## src/rtl/ctrl_sequencer_if.sv

```systemverilog
// Bundle of sequencer-side buses: instruction fetch, register-file ports, ALU operands and status.
// master = sequencer, slave = instruction memory / register file / ALU environment.
interface ctrl_sequencer_if #(
  parameter int PC_W = 8
);
  logic              imem_req;
  logic [PC_W-1:0]   imem_addr;
  logic              imem_valid;
  logic [8:0]        imem_data;
  logic [1:0]        rf_rd0_addr;
  logic [1:0]        rf_rd1_addr;
  logic signed [8:0] rf_rd0_data;
  logic signed [8:0] rf_rd1_data;
  logic              rf_wr_en;
  logic [1:0]        rf_wr_addr;
  logic signed [8:0] rf_wr_data;
  logic [1:0]        alu_op;
  logic signed [8:0] alu_a;
  logic signed [8:0] alu_b;
  logic signed [8:0] alu_result;
  logic              halted;

  modport master (
    output imem_req, imem_addr,
    input  imem_valid, imem_data,
    output rf_rd0_addr, rf_rd1_addr,
    input  rf_rd0_data, rf_rd1_data,
    output rf_wr_en, rf_wr_addr, rf_wr_data,
    output alu_op, alu_a, alu_b,
    input  alu_result,
    output halted
  );

  modport slave (
    input  imem_req, imem_addr,
    output imem_valid, imem_data,
    input  rf_rd0_addr, rf_rd1_addr,
    output rf_rd0_data, rf_rd1_data,
    input  rf_wr_en, rf_wr_addr, rf_wr_data,
    input  alu_op, alu_a, alu_b,
    output alu_result,
    input  halted
  );
endinterface

```

## src/rtl/ctrl_sequencer.sv

```systemverilog
// Multi-cycle sequencer: fetch, decode, execute via external ALU, write back to a 4x9 register file.
// Latency with no fetch wait: ALU op 4, LI 3, BEQZ 3, NOP 2 cycles; HALT parks until reset.
// Fetch stalls indefinitely while imem_valid is low; reset gates every strobe in its own cycle.
module ctrl_sequencer #(
  parameter int              PC_W     = 8,
  parameter logic [PC_W-1:0] RESET_PC = '0
) (
  input  logic                 clk,
  input  logic                 rst,
  ctrl_sequencer_if.master     bus
);

  localparam logic [2:0] OP_LI   = 3'b100;
  localparam logic [2:0] OP_BEQZ = 3'b101;
  localparam logic [2:0] OP_NOP  = 3'b110;
  localparam logic [2:0] OP_HALT = 3'b111;

  typedef enum logic [2:0] {
    FETCH     = 3'd0,
    DECODE    = 3'd1,
    EXECUTE   = 3'd2,
    WRITEBACK = 3'd3,
    HALT      = 3'd4
  } state_t;

  state_t            state, state_nxt;
  logic [PC_W-1:0]   pc;
  logic [8:0]        ir;
  logic signed [8:0] a_reg, b_reg, result;

  logic [2:0]        op;
  logic [1:0]        rd, rs, rt;
  logic signed [8:0] imm9;
  logic [PC_W-1:0]   imm_pc;

  assign op     = ir[8:6];
  assign rd     = ir[5:4];
  assign rs     = ir[3:2];
  assign rt     = ir[1:0];
  assign imm9   = {{5{ir[3]}}, ir[3:0]};
  assign imm_pc = {{(PC_W-4){ir[3]}}, ir[3:0]};

  // Operand routing is purely a function of the latched instruction.
  assign bus.imem_addr   = pc;
  assign bus.rf_rd0_addr = (op == OP_BEQZ) ? rd : rs;
  assign bus.rf_rd1_addr = rt;
  assign bus.rf_wr_addr  = rd;
  assign bus.rf_wr_data  = (op == OP_LI) ? imm9 : result;
  assign bus.alu_op      = op[1:0];
  assign bus.alu_a       = a_reg;
  assign bus.alu_b       = b_reg;

  // State register.
  always_ff @(posedge clk) begin
    if (rst) state <= FETCH;
    else     state <= state_nxt;
  end

  // Next-state and strobes; rst masks strobes so a reset during WRITEBACK never commits.
  always_comb begin
    state_nxt    = state;
    bus.imem_req = 1'b0;
    bus.rf_wr_en = 1'b0;
    bus.halted   = 1'b0;
    case (state)
      FETCH: begin
        bus.imem_req = !rst;
        if (bus.imem_valid) state_nxt = DECODE;
      end
      DECODE: begin
        case (op)
          OP_LI:   state_nxt = WRITEBACK;
          OP_NOP:  state_nxt = FETCH;
          OP_HALT: state_nxt = HALT;
          default: state_nxt = EXECUTE;
        endcase
      end
      EXECUTE: begin
        state_nxt = (op == OP_BEQZ) ? FETCH : WRITEBACK;
      end
      WRITEBACK: begin
        bus.rf_wr_en = !rst;
        state_nxt    = FETCH;
      end
      HALT: begin
        bus.halted = !rst;
      end
      default: state_nxt = FETCH;
    endcase
  end

  // Datapath registers: PC, instruction, latched operands and ALU result.
  always_ff @(posedge clk) begin
    if (rst) begin
      pc     <= RESET_PC;
      ir     <= '0;
      a_reg  <= '0;
      b_reg  <= '0;
      result <= '0;
    end else begin
      case (state)
        FETCH: begin
          if (bus.imem_valid) begin
            ir <= bus.imem_data;
            pc <= pc + PC_W'(1);
          end
        end
        DECODE: begin
          a_reg <= bus.rf_rd0_data;
          b_reg <= bus.rf_rd1_data;
        end
        EXECUTE: begin
          // pc already points past the branch, so the target is branch_addr + 1 + imm4.
          if (op == OP_BEQZ) begin
            if (a_reg == '0) pc <= pc + imm_pc;
          end else begin
            result <= bus.alu_result;
          end
        end
        default: ;
      endcase
    end
  end

endmodule

```

## src/flat_wrapper.sv

```systemverilog
// flat-port wrapper written by rule: the top's interface ports become plain ports
module ctrl_sequencer_flat 
#(
  parameter int              PC_W     = 8,
  parameter logic [PC_W-1:0] RESET_PC = '0
)
  (clk, rst, bus_imem_req, bus_imem_addr, bus_imem_valid, bus_imem_data, bus_rf_rd0_addr, bus_rf_rd1_addr, bus_rf_rd0_data, bus_rf_rd1_data, bus_rf_wr_en, bus_rf_wr_addr, bus_rf_wr_data, bus_alu_op, bus_alu_a, bus_alu_b, bus_alu_result, bus_halted);
  ctrl_sequencer_if #(.PC_W(PC_W)) bus_i ();
  input  logic clk;
  input  logic rst;
  output wire logic [$bits(bus_i.imem_req)-1:0] bus_imem_req;
  output wire logic [$bits(bus_i.imem_addr)-1:0] bus_imem_addr;
  input wire logic [$bits(bus_i.imem_valid)-1:0] bus_imem_valid;
  input wire logic [$bits(bus_i.imem_data)-1:0] bus_imem_data;
  output wire logic [$bits(bus_i.rf_rd0_addr)-1:0] bus_rf_rd0_addr;
  output wire logic [$bits(bus_i.rf_rd1_addr)-1:0] bus_rf_rd1_addr;
  input wire logic [$bits(bus_i.rf_rd0_data)-1:0] bus_rf_rd0_data;
  input wire logic [$bits(bus_i.rf_rd1_data)-1:0] bus_rf_rd1_data;
  output wire logic [$bits(bus_i.rf_wr_en)-1:0] bus_rf_wr_en;
  output wire logic [$bits(bus_i.rf_wr_addr)-1:0] bus_rf_wr_addr;
  output wire logic [$bits(bus_i.rf_wr_data)-1:0] bus_rf_wr_data;
  output wire logic [$bits(bus_i.alu_op)-1:0] bus_alu_op;
  output wire logic [$bits(bus_i.alu_a)-1:0] bus_alu_a;
  output wire logic [$bits(bus_i.alu_b)-1:0] bus_alu_b;
  input wire logic [$bits(bus_i.alu_result)-1:0] bus_alu_result;
  output wire logic [$bits(bus_i.halted)-1:0] bus_halted;
  assign bus_imem_req = bus_i.imem_req;
  assign bus_imem_addr = bus_i.imem_addr;
  assign bus_i.imem_valid = bus_imem_valid;
  assign bus_i.imem_data = bus_imem_data;
  assign bus_rf_rd0_addr = bus_i.rf_rd0_addr;
  assign bus_rf_rd1_addr = bus_i.rf_rd1_addr;
  assign bus_i.rf_rd0_data = bus_rf_rd0_data;
  assign bus_i.rf_rd1_data = bus_rf_rd1_data;
  assign bus_rf_wr_en = bus_i.rf_wr_en;
  assign bus_rf_wr_addr = bus_i.rf_wr_addr;
  assign bus_rf_wr_data = bus_i.rf_wr_data;
  assign bus_alu_op = bus_i.alu_op;
  assign bus_alu_a = bus_i.alu_a;
  assign bus_alu_b = bus_i.alu_b;
  assign bus_i.alu_result = bus_alu_result;
  assign bus_halted = bus_i.halted;
  ctrl_sequencer #(.PC_W(PC_W), .RESET_PC(RESET_PC)) u_core (.clk(clk), .rst(rst), .bus(bus_i));
endmodule
```

## config.mk

```make
export PLATFORM = sky130hd
export DESIGN_NAME = ctrl_sequencer_flat
export DESIGN_NICKNAME = d
export VERILOG_FILES = /design/src/rtl/ctrl_sequencer_if.sv /design/src/rtl/ctrl_sequencer.sv /design/src/flat_wrapper.sv
export SDC_FILE = /design/constraint.sdc
export NUM_CORES = 1
export LEC_CHECK = 0
export BUFFER_PORTS_ARGS = -buffer_cell sky130_fd_sc_hd__buf_2
export CORE_ASPECT_RATIO = 1.1
export CORE_UTILIZATION = 43
export CTS_CLUSTER_SIZE = 40
export DETAILED_ROUTE_END_ITERATION = 16
export PLACE_DENSITY = 0.75
export SETUP_SLACK_MARGIN = 0.3
export SLEW_MARGIN = 10
export SYNTH_ARGS = -nofsm -noshare
export SYNTH_HDL_FRONTEND = slang
export SYNTH_SLANG_ARGS = --single-unit
export TNS_END_PERCENT = 1
```

## constraint.sdc

```tcl
create_clock -name clk -period 2.88 [get_ports clk]
set_input_delay 0.144 -clock clk [delete_from_list [all_inputs] [get_ports clk]]
set_output_delay 0.144 -clock clk [all_outputs]
set_load 0.005 [all_outputs]
```

After elaboration in Yosys (flattened, before gate mapping)
Index checks and enable logic that the tools add are counted.

Register bits after elaboration: 47. Input bits: 39. Word-level logic and storage cells: 42.

Add/sub/neg operators: 2. Eq/ne operators: 11. Mux-type cells: 13. Bitwise gates (word level): 2. Reductions and logical operators: 8.

Operator list (count): $mux W8 (3); $pmux W8 S2 (1); $eq A3 B3 Y1 const B (5); $pmux W3 S4 (1); $logic_not A9 Y1 (1); $mux W9 (1); $pmux W3 S3 (1); $add A8 B1 Y8 const B (1); $add A8 B8 Y8 (1); $eq A3 B2 Y1 const B (2); $reduce_and A2 Y1 (3); $mux W2 (2); $ne A2 B1 Y1 const B (2); $reduce_and A4 Y1 (1); $eq A3 B1 Y1 const B (1); $logic_not A3 Y1 (1); $mux W1 (3); $mux W3 (1); $ne A2 B2 Y1 const B (1); $not A1 Y1 (2); $reduce_bool A2 Y1 (1); $logic_not A1 Y1 (1).

Depth between registers and ports, before layout
Gate-level depths: netlist of run 1.

Depth in word-level cells: 4. Gate-level depth with buffers: 12. Mapped depth without buffers: 11.

Worst setup path before layout of run 1
No wires, ideal clock.

Path type: register -> register. Start point: reg u_core.state[1]. End point: reg u_core.pc[7], in the netlist u_core.bus.imem_addr[7]. Library setup time: 0.070 ns. Data arrival time: 2.747 ns. Slack: 0.062 ns. Cell stages (with the launch flop): 13. Buffers on the path: 2. Clock period less this slack: 2.818 ns. Path through: dfxtp_1 > buf_4 > inv_1 > nor3_1 > clkbuf_1 > nand2_1 > inv_1 > ha_1 > a21o_1 > a21oi_1 > mux2_4 > or3_1 > a21oi_1.

Longest elaborated chain between the ends: 3.

Ends and longest elaborated chain: start: declaration (line ctrl_sequencer.sv:26) `state_t state, state_nxt;`; start signal: assignment (line ctrl_sequencer.sv:56) `else state <= state_nxt;`; $eq A3 B2 Y1 / $logic_not A3 Y1 (equally long branches) (line ctrl_sequencer.sv:101) `case (state)`; $ne A2 B1 Y1 (no source line) (tied with other cells); $reduce_and A4 Y1 (no source line); end signal: assignment (line ctrl_sequencer.sv:105) `pc <= pc + PC_W'(1);`; end signal: assignment (line ctrl_sequencer.sv:115) `if (a_reg == '0) pc <= pc + imm_pc;`; end: declaration (line ctrl_sequencer.sv:27) `logic [PC_W-1:0] pc;`.

Several ways; a longest one is shown, not always the timed one. A chain may end at the register's enable or synchronous reset.

Worst setup path after layout of run 1
Same ends and word-level chain as after synthesis.

==> impl_results.md, run 1 <==
* RSZ-0062 raised after global routing: false
* Postcts setup bufs at 0
* CTS Buffer Depth at 2
* Largest fanout on the critical path at 12
* WL final at roughly 5000 um
* CTS buffer count at 5
* Die Footprint at roughly 5300 sq um
* Place WS at approximately 250 ps
* Crit. End Element: register
* Final setup margin at roughly 510 ps
* Via count at a little over 2000
* Post-DRT Antenna Nets at 0
* Max cap viols at 0
* Slew margin rel. at between 40 and 50%
* Wire length per cell at ~12 um
* Mapped Area at 2160 sq um
* Max Slew Vio Count at 0
* Post-route DRC at 0
* Largest area contributor in the netlist: dfxtp_1
* Mapped Cells at between 200 and 300
* Commonest non-fill, non-tap cell in the layout: buf_2
* Most frequent cells in the layout: buf_2 (84), nand2_1 (68), a21oi_1 (45)
* Vias/cell at 5.17
* Worst path arrival time at around 2600 ps
* DRT Pass-1 Iters at 4
* Yosys top cell area share at a little over two fifths
* Clock skew at 6.32 ps
* Area growth syn-to-layout at 25.2%
* Library cells used by synthesis at 38
* Port bufs at 84
* FP Rows at 26
* Power Dens Cells at 543 nW/um^2
* Hold Buf Count CTS at 0
* Clock slew at reported path FFs at about 90 ps
* Final period utilization at 82.4%
* Largest net degree at the start of global routing at 50
* Initial antenna violation count at 0
* First-pass GRT wire length at roughly 8600 um
* Slew @ Worst Pin at between 800 and 900 ps
* Worst Setup SP: u_core.state[1]
* 1st-iter DRT viols at 75
* Dominant cells by area after synthesis: dfxtp_1 (44%), nand2_1 (12%), a21oi_1 (11%)
* Synth Register Bits at 47
* Final setup violation count at 0
* H-Tree Depth at 2
* Setup TNS at 0 ps
* Final nets at roughly 390
* Critical Path Start Type: register
* Vias in the first global route at between 1500 and 2000
* Min cycle time layout at around 2400 ps
* Root Driver: clkbuf_8
* Final GP Congestion at 0.842
* CTS tree: built
* DP Area at ~2600 sq um
* Final hold slack at between 70 and 80 ps
* Clk sink count at 47
* Sequential area share after synthesis at between 40% and 50%
* Detailed Place HPWL at ~3500 um
* Crit path kind: reg2reg
* Total Routing Usage GR at between 10% and 20%
* Chip height at 76.3 um
* Synth Area per Inst at approximately 8.0 sq um
* Worst r2r dst: u_core.bus.imem_addr[7]
* Die X at about 70 um
* Reg-to-reg slack, setup at roughly 510 ps
* Final hold viol count at 0
* Yosys warns at 0
* CP endpoint: u_core.bus.imem_addr[7]
* WP data required at 3100 ps
* Ant. Diodes at 0
* FMAX at about 420 MHz
* Fin area at 2700 sq um
* Peak supply drop at ~0.3 mV
* Status: finished, final reports clean
* Initial core utilization at a little under half
* Core ar. at roughly 4700 sq um
* Worst hold path type: in2reg
* FF-to-FF path depth at 10
* Global route total overflow at 0
* Number of fill cells in the layout at roughly 440
* Leakage at 0.00128 uW
* Clk_lat worst skew at approximately 300 ps
* Net Count, Synth at about 310
* Worst r2r src: u_core.state[1]
* I/O pin count at 85
* Fraction of layout cells with a size suffix above 1 at 32.3%
-- synthesized netlist by cell type --
master / n
nor3b_1: 2
o21a_1: 1
or3_1: 6
a21oi_1: 46
and3_1: 4
buf_6: 1
ha_1: 3
a31oi_1: 1
or3b_2: 1
nor4b_1: 1
o22a_1: 1
a21o_1: 7
mux2_4: 1
xnor2_1: 1
clkbuf_1: 12
nand4bb_1: 1
mux2_2: 5
nor3_1: 6
nand2b_1: 1
mux2i_1: 2
fa_1: 1
o31ai_1: 1
nor2b_1: 4
nand2_1: 68
a211oi_1: 2
or3b_1: 1
buf_2: 2
nor3b_2: 1
nor4_1: 3
dfxtp_1: 47
o21ai_0: 5
nor2_1: 5
inv_1: 5
nand3_1: 11
buf_4: 7
nand3b_1: 2
a22oi_1: 1
or4_1: 1
-- logic make-up (layout without fill, tap and decap cells) --
kind of cell	after synthesis	count (layout)	synth area share (%)
and+or+nand+nor	118	118	25.9
adders and majority gates	4	4	2.67
AOI/OAI and AO/OA	65	65	16.7
buffers and inverters	27	101	6.38
DFF	47	47	43.6
muxes	8	8	4.24
xor gates and xnor gates	1	1	0.406
-- cell type report --
cell class | count | area [sq um] | area share (%)
Clock buffer | 6 | 82.6 | 3.06
Sequential cell | 47 | 947 | 35.1
Clock inverter | 2 | 35.0 | 1.30
Multi-Input combinational cell | 196 | 1100 | 40.6
Timing Repair Buffer | 88 | 450 | 16.7
Inverter | 5 | 18.8 | 0.695
Tap cell | 56 | 70.1 | 2.59
-- state kept, by name (all words and copies together), names as in the netlist --
signal / flops
u_core.result: 9
u_core.ir: 9
u_core.bus.alu_b: 9
u_core.bus.imem_addr: 8
u_core.bus.alu_a: 9
u_core.state: 3
-- metrics by stage --
| step | util, % | instances | power (uW) |
|---|---|---|---|
| after floorplan | - | 270 | 888 |
| after CTS | 56.9 | 400 | 1480 |
| after detailed placement | 54.4 | 392 | 979 |
| final | 57.2 | 400 | 1470 |
| after global routing | 57.2 | 400 | 1550 |
| after global placement | 54.4 | 392 | 976 |
-- worst min-delay path by stage --
stage	depth (start not counted)	from	slack [ps]	to
after floorplan	2	bus_imem_data[4]	280	u_core.ir[4]
after global placement	3	bus_rf_rd1_data[1]	380	u_core.bus.alu_b[1]
after detailed placement	3	bus_rf_rd0_data[3]	390	u_core.bus.alu_a[3]
after CTS	3	bus_rf_rd1_data[0]	70	u_core.bus.alu_b[0]
after global routing	3	bus_rf_rd0_data[3]	70	u_core.bus.alu_a[3]
final	3	bus_rf_rd1_data[0]	80	u_core.bus.alu_b[0]
-- where the power goes --
group          internal [uW]  switching (uW)
combinational            108             128
clock                    281             220
sequential               693            36.3
total                   1080             384
-- per-layer routing --
metal | wire length [um] | track usage, % | vias up | share of wire (%)
li1 | - | - | 1073 | -
met1 | 2260 | 25.4 | 937 | 46
met2 | 2380 | 32.3 | 52 | 48
met3 | 257 | 4.37 | 6 | 5.2
met4 | 57 | 6.12 | 0 | 1.2
met5 | 0 | 0 | - | 0
-- worst max-delay path: stages, from the launching register on --
cell	delay [ps]
dfxtp_4	420
inv_2	80
nor3_2	130
buf_4	210
nand2b_1	70
ha_1	190
a21o_1	180
a21oi_4	200
mux2_4	320
or3_1	340
a21oi_1	150
-- repair_timing --
action,4_1_cts,5_1_grt
setup endpoints to repair,1,3
gates cloned,0,0
gates resized for setup,1,6
hold endpoints to repair,0,0
(Power assumes the default switching activity.)
==> run 2, diff against run 1 <==
--- a/config.mk
+++ b/config.mk
@@ -5,12 +5,13 @@
 export SDC_FILE = /design/constraint.sdc
 export NUM_CORES = 1
 export LEC_CHECK = 0
+export ABC_AREA = 1
 export BUFFER_PORTS_ARGS = -buffer_cell sky130_fd_sc_hd__buf_2
 export CORE_ASPECT_RATIO = 1.1
-export CORE_UTILIZATION = 43
+export CORE_UTILIZATION = 49
 export CTS_CLUSTER_SIZE = 40
 export DETAILED_ROUTE_END_ITERATION = 16
-export PLACE_DENSITY = 0.75
+export PLACE_DENSITY = 0.8
 export SETUP_SLACK_MARGIN = 0.3
 export SLEW_MARGIN = 10
 export SYNTH_ARGS = -nofsm -noshare
==> constraint.sdc (replaced) <==
create_clock -name clk -period 2.4 [get_ports clk]
set_input_delay 0.12 -clock clk [delete_from_list [all_inputs] [get_ports clk]]
set_output_delay 0.12 -clock clk [all_outputs]
set_load 0.005 [all_outputs]
==> impl_results.md, run 2 <==
* Synth Register Bits at 47 (unchanged)
* Initial core utilization at 51.7% (+6.0 points)
* Mapped Cells at 318 (+18%)
* Worst path arrival time at 2170 ps (-420 ps)
* Dominant cells by area after synthesis: dfxtp_1 (42%), o21ai_0 (10%), nor2_1 (8.8%)
* Initial antenna violation count at 0 (unchanged)
* Post-DRT Antenna Nets at 0 (unchanged)
* Core ar. at 4350 sq um (-7.8%)
* Via count at 2251 (+8.8%)
* Status: finished, final reports clean
* Vias/cell at 5.00 (-3.2%)
* Max Slew Vio Count at 0 (unchanged)
* Mapped Area at 2250 sq um (+4.4%)
* Total Routing Usage GR at 22.8% (+3.2 points)
* CTS Buffer Depth at 2 (unchanged)
* Wire length per cell at 11.9 um (-3.9%)
* Top FF cell, synth: dfxtp_1
* Final hold slack at 43.0 ps (-32.3 ps)
* Clk sink count at 47 (unchanged)
* FMAX at 511 MHz (+21%)
* Clock skew at 10.1 ps (+3.81 ps)
* Leakage at 0.00144 uW (+13%)
* Area growth syn-to-layout at 24.0%
* Power Dens Cells at 830 nW/um^2 (+53%)
* Count leader, synth: nor2_1
* H-Tree Depth at 2 (unchanged)
* Detailed Place HPWL at 3870 um (+10%)
* Chip height at 73.1 um (-4.2%)
* CP endpoint: u_core.bus.imem_addr[6]
* 1st-iter DRT viols at 89 (+19%)
* Clk_lat worst skew at 300 ps (about the same)
* CTS tree: built
* CTS buffer count at 5 (unchanged)
* Worst r2r src: u_core.state[2]
* Clock slew at reported path FFs at 90 ps (about the same)
* Library cells used by synthesis at 31 (-18%)
* Commonest cells in the netlist: nor2_1 (53), dfxtp_1 (47), o21ai_0 (47), nand2_1 (46), inv_1 (35)
* Final hold viol count at 0 (unchanged)
* Ant. Diodes at 0 (unchanged)
* Post-route DRC at 0 (unchanged)
* Worst Setup SP: u_core.state[2]
* Die Footprint at 4870 sq um (-8.2%)
* Slew margin rel. at 59.6% (+17 points)
* Net Count, Synth at 361 (+15%)
* Critical Path Start Type: register
* Number of fill cells in the layout at 415 (-5.0%)
* EDFF count, synth at 0 (unchanged)
* Yosys warns at 0 (unchanged)
* Yosys top cell area share at 41.8% (-1.8 points)
* Final setup violation count at 0 (unchanged)
* Most frequent cells in the layout: buf_2 (84), nor2_1 (53), o21ai_0 (47)
* DRT Pass-1 Iters at 4 (unchanged)
* Synth Area per Inst at 7.07 sq um (-11%)
* Final nets at 439 (+14%)
* Crit. End Element: register
* Final GP Congestion at 0.842 (unchanged)
* Peak supply drop at 0.395 mV (+29%)
* Largest fanout on the critical path at 4 (-8)
* FF-to-FF path depth at 18 (+8)
* Post-synth ARST share at 0% (unchanged)
* Max cap viols at 0 (unchanged)
* Root Driver: clkbuf_8
* Min cycle time layout at 1960 ps (-414 ps)
* Fraction of layout cells with a size suffix above 1 at 29.3% (-3.0 points)
* Largest net degree at the start of global routing at 28 (-44%)
* Worst r2r dst: u_core.bus.imem_addr[6]
* Vias in the first global route at 2037 (+4.0%)
* First-pass GRT wire length at 8560 um (-0.87%)
* WL final at 5360 um (+8.1%)
* FP Rows at 25 (-3.8%)
* RSZ-0062 raised after global routing: false
* WP data required at 2610 ps (-490 ps)
* Commonest non-fill, non-tap cell in the layout: buf_2
* Global route total overflow at 0 (unchanged)
* Sequential area share after synthesis at 41.8% (-1.8 points)
* Worst hold path type: in2reg
* Port bufs at 84 (unchanged)
* Slew @ Worst Pin at 604 ps (-256 ps)
* I/O pin count at 85 (unchanged)
* Die X at 66.6 um (-4.2%)
* Reg-to-reg slack, setup at 440 ps (-70 ps)
* Crit path kind: reg2reg
* PnR Total Power at 2310 uW (+58%)
* Final period utilization at 81.6% (-0.78 points)
* Setup TNS at 0 ps (unchanged)
* Largest area contributor in the netlist: dfxtp_1
run 2: worst min path at each step:
stage                            start             endpoint  cells after the start
floorplan           bus_rf_rd1_data[0]  u_core.bus.alu_b[0]                      2
global placement    bus_rf_rd1_data[2]  u_core.bus.alu_b[2]                      3
detailed placement  bus_rf_rd1_data[1]  u_core.bus.alu_b[1]                      3
CTS                 bus_rf_rd1_data[1]  u_core.bus.alu_b[1]                      3
global route        bus_rf_rd1_data[0]  u_core.bus.alu_b[0]                      3
finish              bus_rf_rd1_data[1]  u_core.bus.alu_b[1]                      3
run 2: what timing repair did:
item,4_1_cts,5_1_grt
resized for setup,3,8
pin swaps,1,2
endpoints found under the setup margin,2,2
hold buffers,0,0
setup buffers,1,3
run 2: report_power, final:
| group | total [uW] | switching [uW] | internal, uW |
|---|---|---|---|
| clock | 464 | 264 | 200 |
| sequential | 1050 | 113 | 934 |
| combinational | 804 | 474 | 330 |
| total | 2310 | 852 | 1460 |
run 2: cell families (layout without fill, tap and decap cells):
kind of cell               count (synthesis)  in the layout  synth area share (%)
AOI/OAI and AO/OA                         80             80                  18.4
xor gates and xnor gates                   3              3                  1.17
adders and majority gates                  4              4                  2.56
buffers and inverters                     58            136                  11.0
DFF                                       47             47                  41.8
and+or+nand+nor                          126            126                  25.1
run 2: area by class of cell:
class                      count  area, sq um  area share (%)
tap                           54         67.6            2.42
multi-input combinational    213         1070            38.5
timing repair buffer          90          465            16.7
inverter                      39          149            5.34
clock buffer                   5         68.8            2.47
clock inverter                 2         13.8           0.493
sequential                    47          950            34.1
run 2: metrics by stage:
stage	instance area [sq um]	utilization, %	setup WS (ps)	std cells
finish	2790	64.1	442	450
global route	2790	64.1	310	450
CTS	2750	63.2	310	447
detailed placement	2660	61.1	199	439
global placement	2660	61.1	318	439
floorplan	2250	-	428	318
run 2: worst max-delay path: stages (launching register included):
cell and delay [ps]:
dfxtp_4 360, nor2_4 130, nand2_4 70, inv_2 60
nand2_1 60, ha_2 180, inv_2 60, fa_2 210
inv_1 40, a21oi_1 130, nand2_1 80, nand2_2 70
nor2_1 40, nand2_1 80, nand2_1 50, nand2_1 60
nand3_1 80, nand2_1 60, inv_1 30
run 2: metal layers:
metal  vias to the layer above  routed length [um]  GRT usage [%]
met5                         -                   0              0
met4                         0                  68           7.33
met3                         7                 209           4.38
met2                        52                2640           40.1
met1                      1015                2430           27.5
li1                       1177                   -              -
==> run 3, diff against run 2 <==
==> constraint.sdc (replaced) <==
create_clock -name clk -period 2.05 [get_ports clk]
set_input_delay 0.1025 -clock clk [delete_from_list [all_inputs] [get_ports clk]]
set_output_delay 0.1025 -clock clk [all_outputs]
set_load 0.005 [all_outputs]
==> impl_results.md, run 3 (synthesis gave the netlist of run 2 again) <==
* Max Slew Vio Count at 0 (unchanged)
* Vias/cell at 4.95 (-1.1%)
* Number of fill cells in the layout at 397 (-4.3%)
* WL final at 5300 um (-1.1%)
* Fraction of layout cells with a size suffix above 1 at 31.3% (+2.1 points)
* CTS buffer count at 5 (unchanged)
* Largest fanout on the critical path at 4 (unchanged)
* CP endpoint: u_core.bus.imem_addr[6]
* Hold Buf Count CTS at 0 (unchanged)
* Worst r2r dst: u_core.bus.imem_addr[6]
* Detailed Place HPWL at 3810 um (-1.6%)
* Most frequent cells in the layout: buf_2 (84), nor2_1 (51), o21ai_0 (47)
* Clk sink count at 47 (unchanged)
* GR Util met2 at 37.1% (-2.9 points)
* Clock slew at reported path FFs at 80 ps (about the same)
* Final GP Congestion at 0.839 (-0.29%)
* Total Routing Usage GR at 22.3% (-0.49 points)
* Clock skew at 4.16 ps (-5.97 ps)
* Pint at 1740 uW (+19%)
* Area occupied by multi-input gates at 1100 sq um (+2.0%)
* Hold depth at 3 (unchanged)
* PnR Total Power at 2730 uW (+18%)
* GR peak layer: met2
* CTS tree: built
* GR met1 Demand/Resource at 27.7% (+0.19 points)
* First-pass GRT wire length at 8350 um (-2.4%)
* Min cycle time layout at 1940 ps (-21.9 ps)
* # placed instances at 442 (+0.68%)
* Wire length per cell at 11.6 um (-2.4%)
* Combinational power share at 36.5% (+1.8 points)
* Worst Setup SP: u_core.state[0]
* Clk pwr share at 19.0% (-1.0 points)
* Vias in the first global route at 1938 (-4.9%)
* Reg area at 948 sq um (-0.13%)
* Post-route DRC at 0 (unchanged)
* Max cap viols at 0 (unchanged)
* Die X at 66.6 um (unchanged)
* WP data required at 2250 ps (-360 ps)
* Area growth syn-to-layout at 26.9%
* Port bufs at 84 (unchanged)
* Slew @ Worst Pin at 393 ps (-211 ps)
* Power Dens Cells at 956 nW/um^2 (+15%)
* Worst path arrival time at 2130 ps (-40 ps)
* Chip height at 73.1 um (unchanged)
* FMAX at 516 MHz (+1.1%)
* Slew margin rel. at 73.8% (+14 points)
* Final period utilization at 94.5% (+13 points)
* Root Driver: clkbuf_8
* Critical Path Start Type: register
* FF-to-FF path depth at 18 (unchanged)
* Final hold viol count at 0 (unchanged)
* Leakage at 0.00146 uW (+1.7%)
* Global route total overflow at 0 (unchanged)
* Final setup violation count at 0 (unchanged)
* Via count at 2257 (+0.27%)
* FP Rows at 25 (unchanged)
* Die Footprint at 4870 sq um (unchanged)
* Part of the power in registers at 44.5% (-0.7 points)
* Initial core utilization at 51.7% (unchanged)
* Peak supply drop at 0.556 mV (+41%)
* I/O pin count at 85 (unchanged)
* Sw Ratio at 36.3% (-0.53 points)
* Commonest non-fill, non-tap cell in the layout: buf_2
* Largest net degree at the start of global routing at 34 (+21%)
* Ant. Diodes at 0 (unchanged)
* 1st-iter DRT viols at 172 (+93%)
* Initial antenna violation count at 0 (unchanged)
* Post-Layout Cell Count at 456 (+1.3%)
* Crit path kind: reg2reg
* H-Tree Depth at 2 (unchanged)
* Global Route met3 Usage at 6.09% (+1.7 points)
* Clk_lat worst skew at 290 ps (about the same)
* Crit. End Element: register
* Post-DRT Antenna Nets at 0 (unchanged)
* P_sw at 990 uW (+16%)
* Reg-to-reg slack, setup at 110 ps (-330 ps)
* Worst r2r src: u_core.state[0]
* DRT Pass-1 Iters at 4 (unchanged)
* Status: finished, final reports clean
* RSZ-0062 raised after global routing: true
* Worst hold path type: in2reg
* Final nets at 446 (+1.6%)
* CTS Buffer Depth at 2 (unchanged)
* Core ar. at 4350 sq um (unchanged)
[run 3: cell count changes in the layout (fill, tap and decap cells not counted), sizes merged]
cell	delta
buf	+7
clkinv	-2
clkinvlp	+1
[run 3: worst min path at each step]
stage                                  start             endpoint  slack (ps)
final                      bus_alu_result[7]     u_core.result[7]          30
after global placement     bus_alu_result[6]     u_core.result[6]         320
after detailed placement   bus_alu_result[1]     u_core.result[1]         330
after CTS                 bus_rf_rd1_data[0]  u_core.bus.alu_b[0]          20
after global routing       bus_alu_result[7]     u_core.result[7]          20
after floorplan           bus_rf_rd1_data[0]  u_core.bus.alu_b[0]         240
[run 3: power by group through the flow]
stage | combinational (uW) | sequential [uW] | clock (uW)
final | 996 | 1210 | 519
after global routing | 1130 | 1240 | 570
after CTS | 961 | 1210 | 535
after detailed placement | 939 | 1230 | 0
after global placement | 927 | 1230 | 0
after floorplan | 627 | 1220 | 0
[run 3: metrics by stage]
stage	TNS, ps	util [%]	instance area [sq um]	setup slack [ps]	hold slack, ps
floorplan	0	-	2260	170	237
global placement	0	61.9	2690	161	324
detailed placement	0	61.9	2690	99.7	330
CTS	0	64.6	2810	181	21.5
global route	-33.8	65.7	2860	-33.8	23.6
finish	0	65.7	2860	114	27.6
[run 3: area by class of cell]
cell class              instances  share of cell area [%]
inverters                      39                    5.21
clock inverters                 1                   0.263
flip-flops and latches         47                    33.2
well taps                      54                    2.37
multi-input cells             213                    38.4
repair buffers                 97                    18.1
clock buffers                   5                    2.41
[run 3: critical path: stages (launching register included)]
cell and delay, ps:
dfxtp_4 370, nor2_4 140, nand2_4 80, inv_2 70
nand2_2 70, ha_4 160, inv_2 50, fa_2 210
inv_2 40, a21oi_2 100, nand2_1 80, nand2_2 90
nor2_2 40, nand2_1 70, nand2_1 50, nand2_1 60
nand3_1 70, nand2_1 50, inv_1 40
[run 3: what timing repair did]
item                                    CTS  global route
endpoints found under the setup margin    4             9
buffers inserted                          5             3
pin swaps                                 3             4
gates resized for setup                   2             7
[run 3: routing by layer]
| metal | vias to the layer above | wire, um |
|---|---|---|
| met5 | - | 0 |
| met4 | 0 | 86 |
| met3 | 9 | 260 |
| met2 | 60 | 2580 |
| met1 | 1002 | 2370 |
| li1 | 1186 | - |
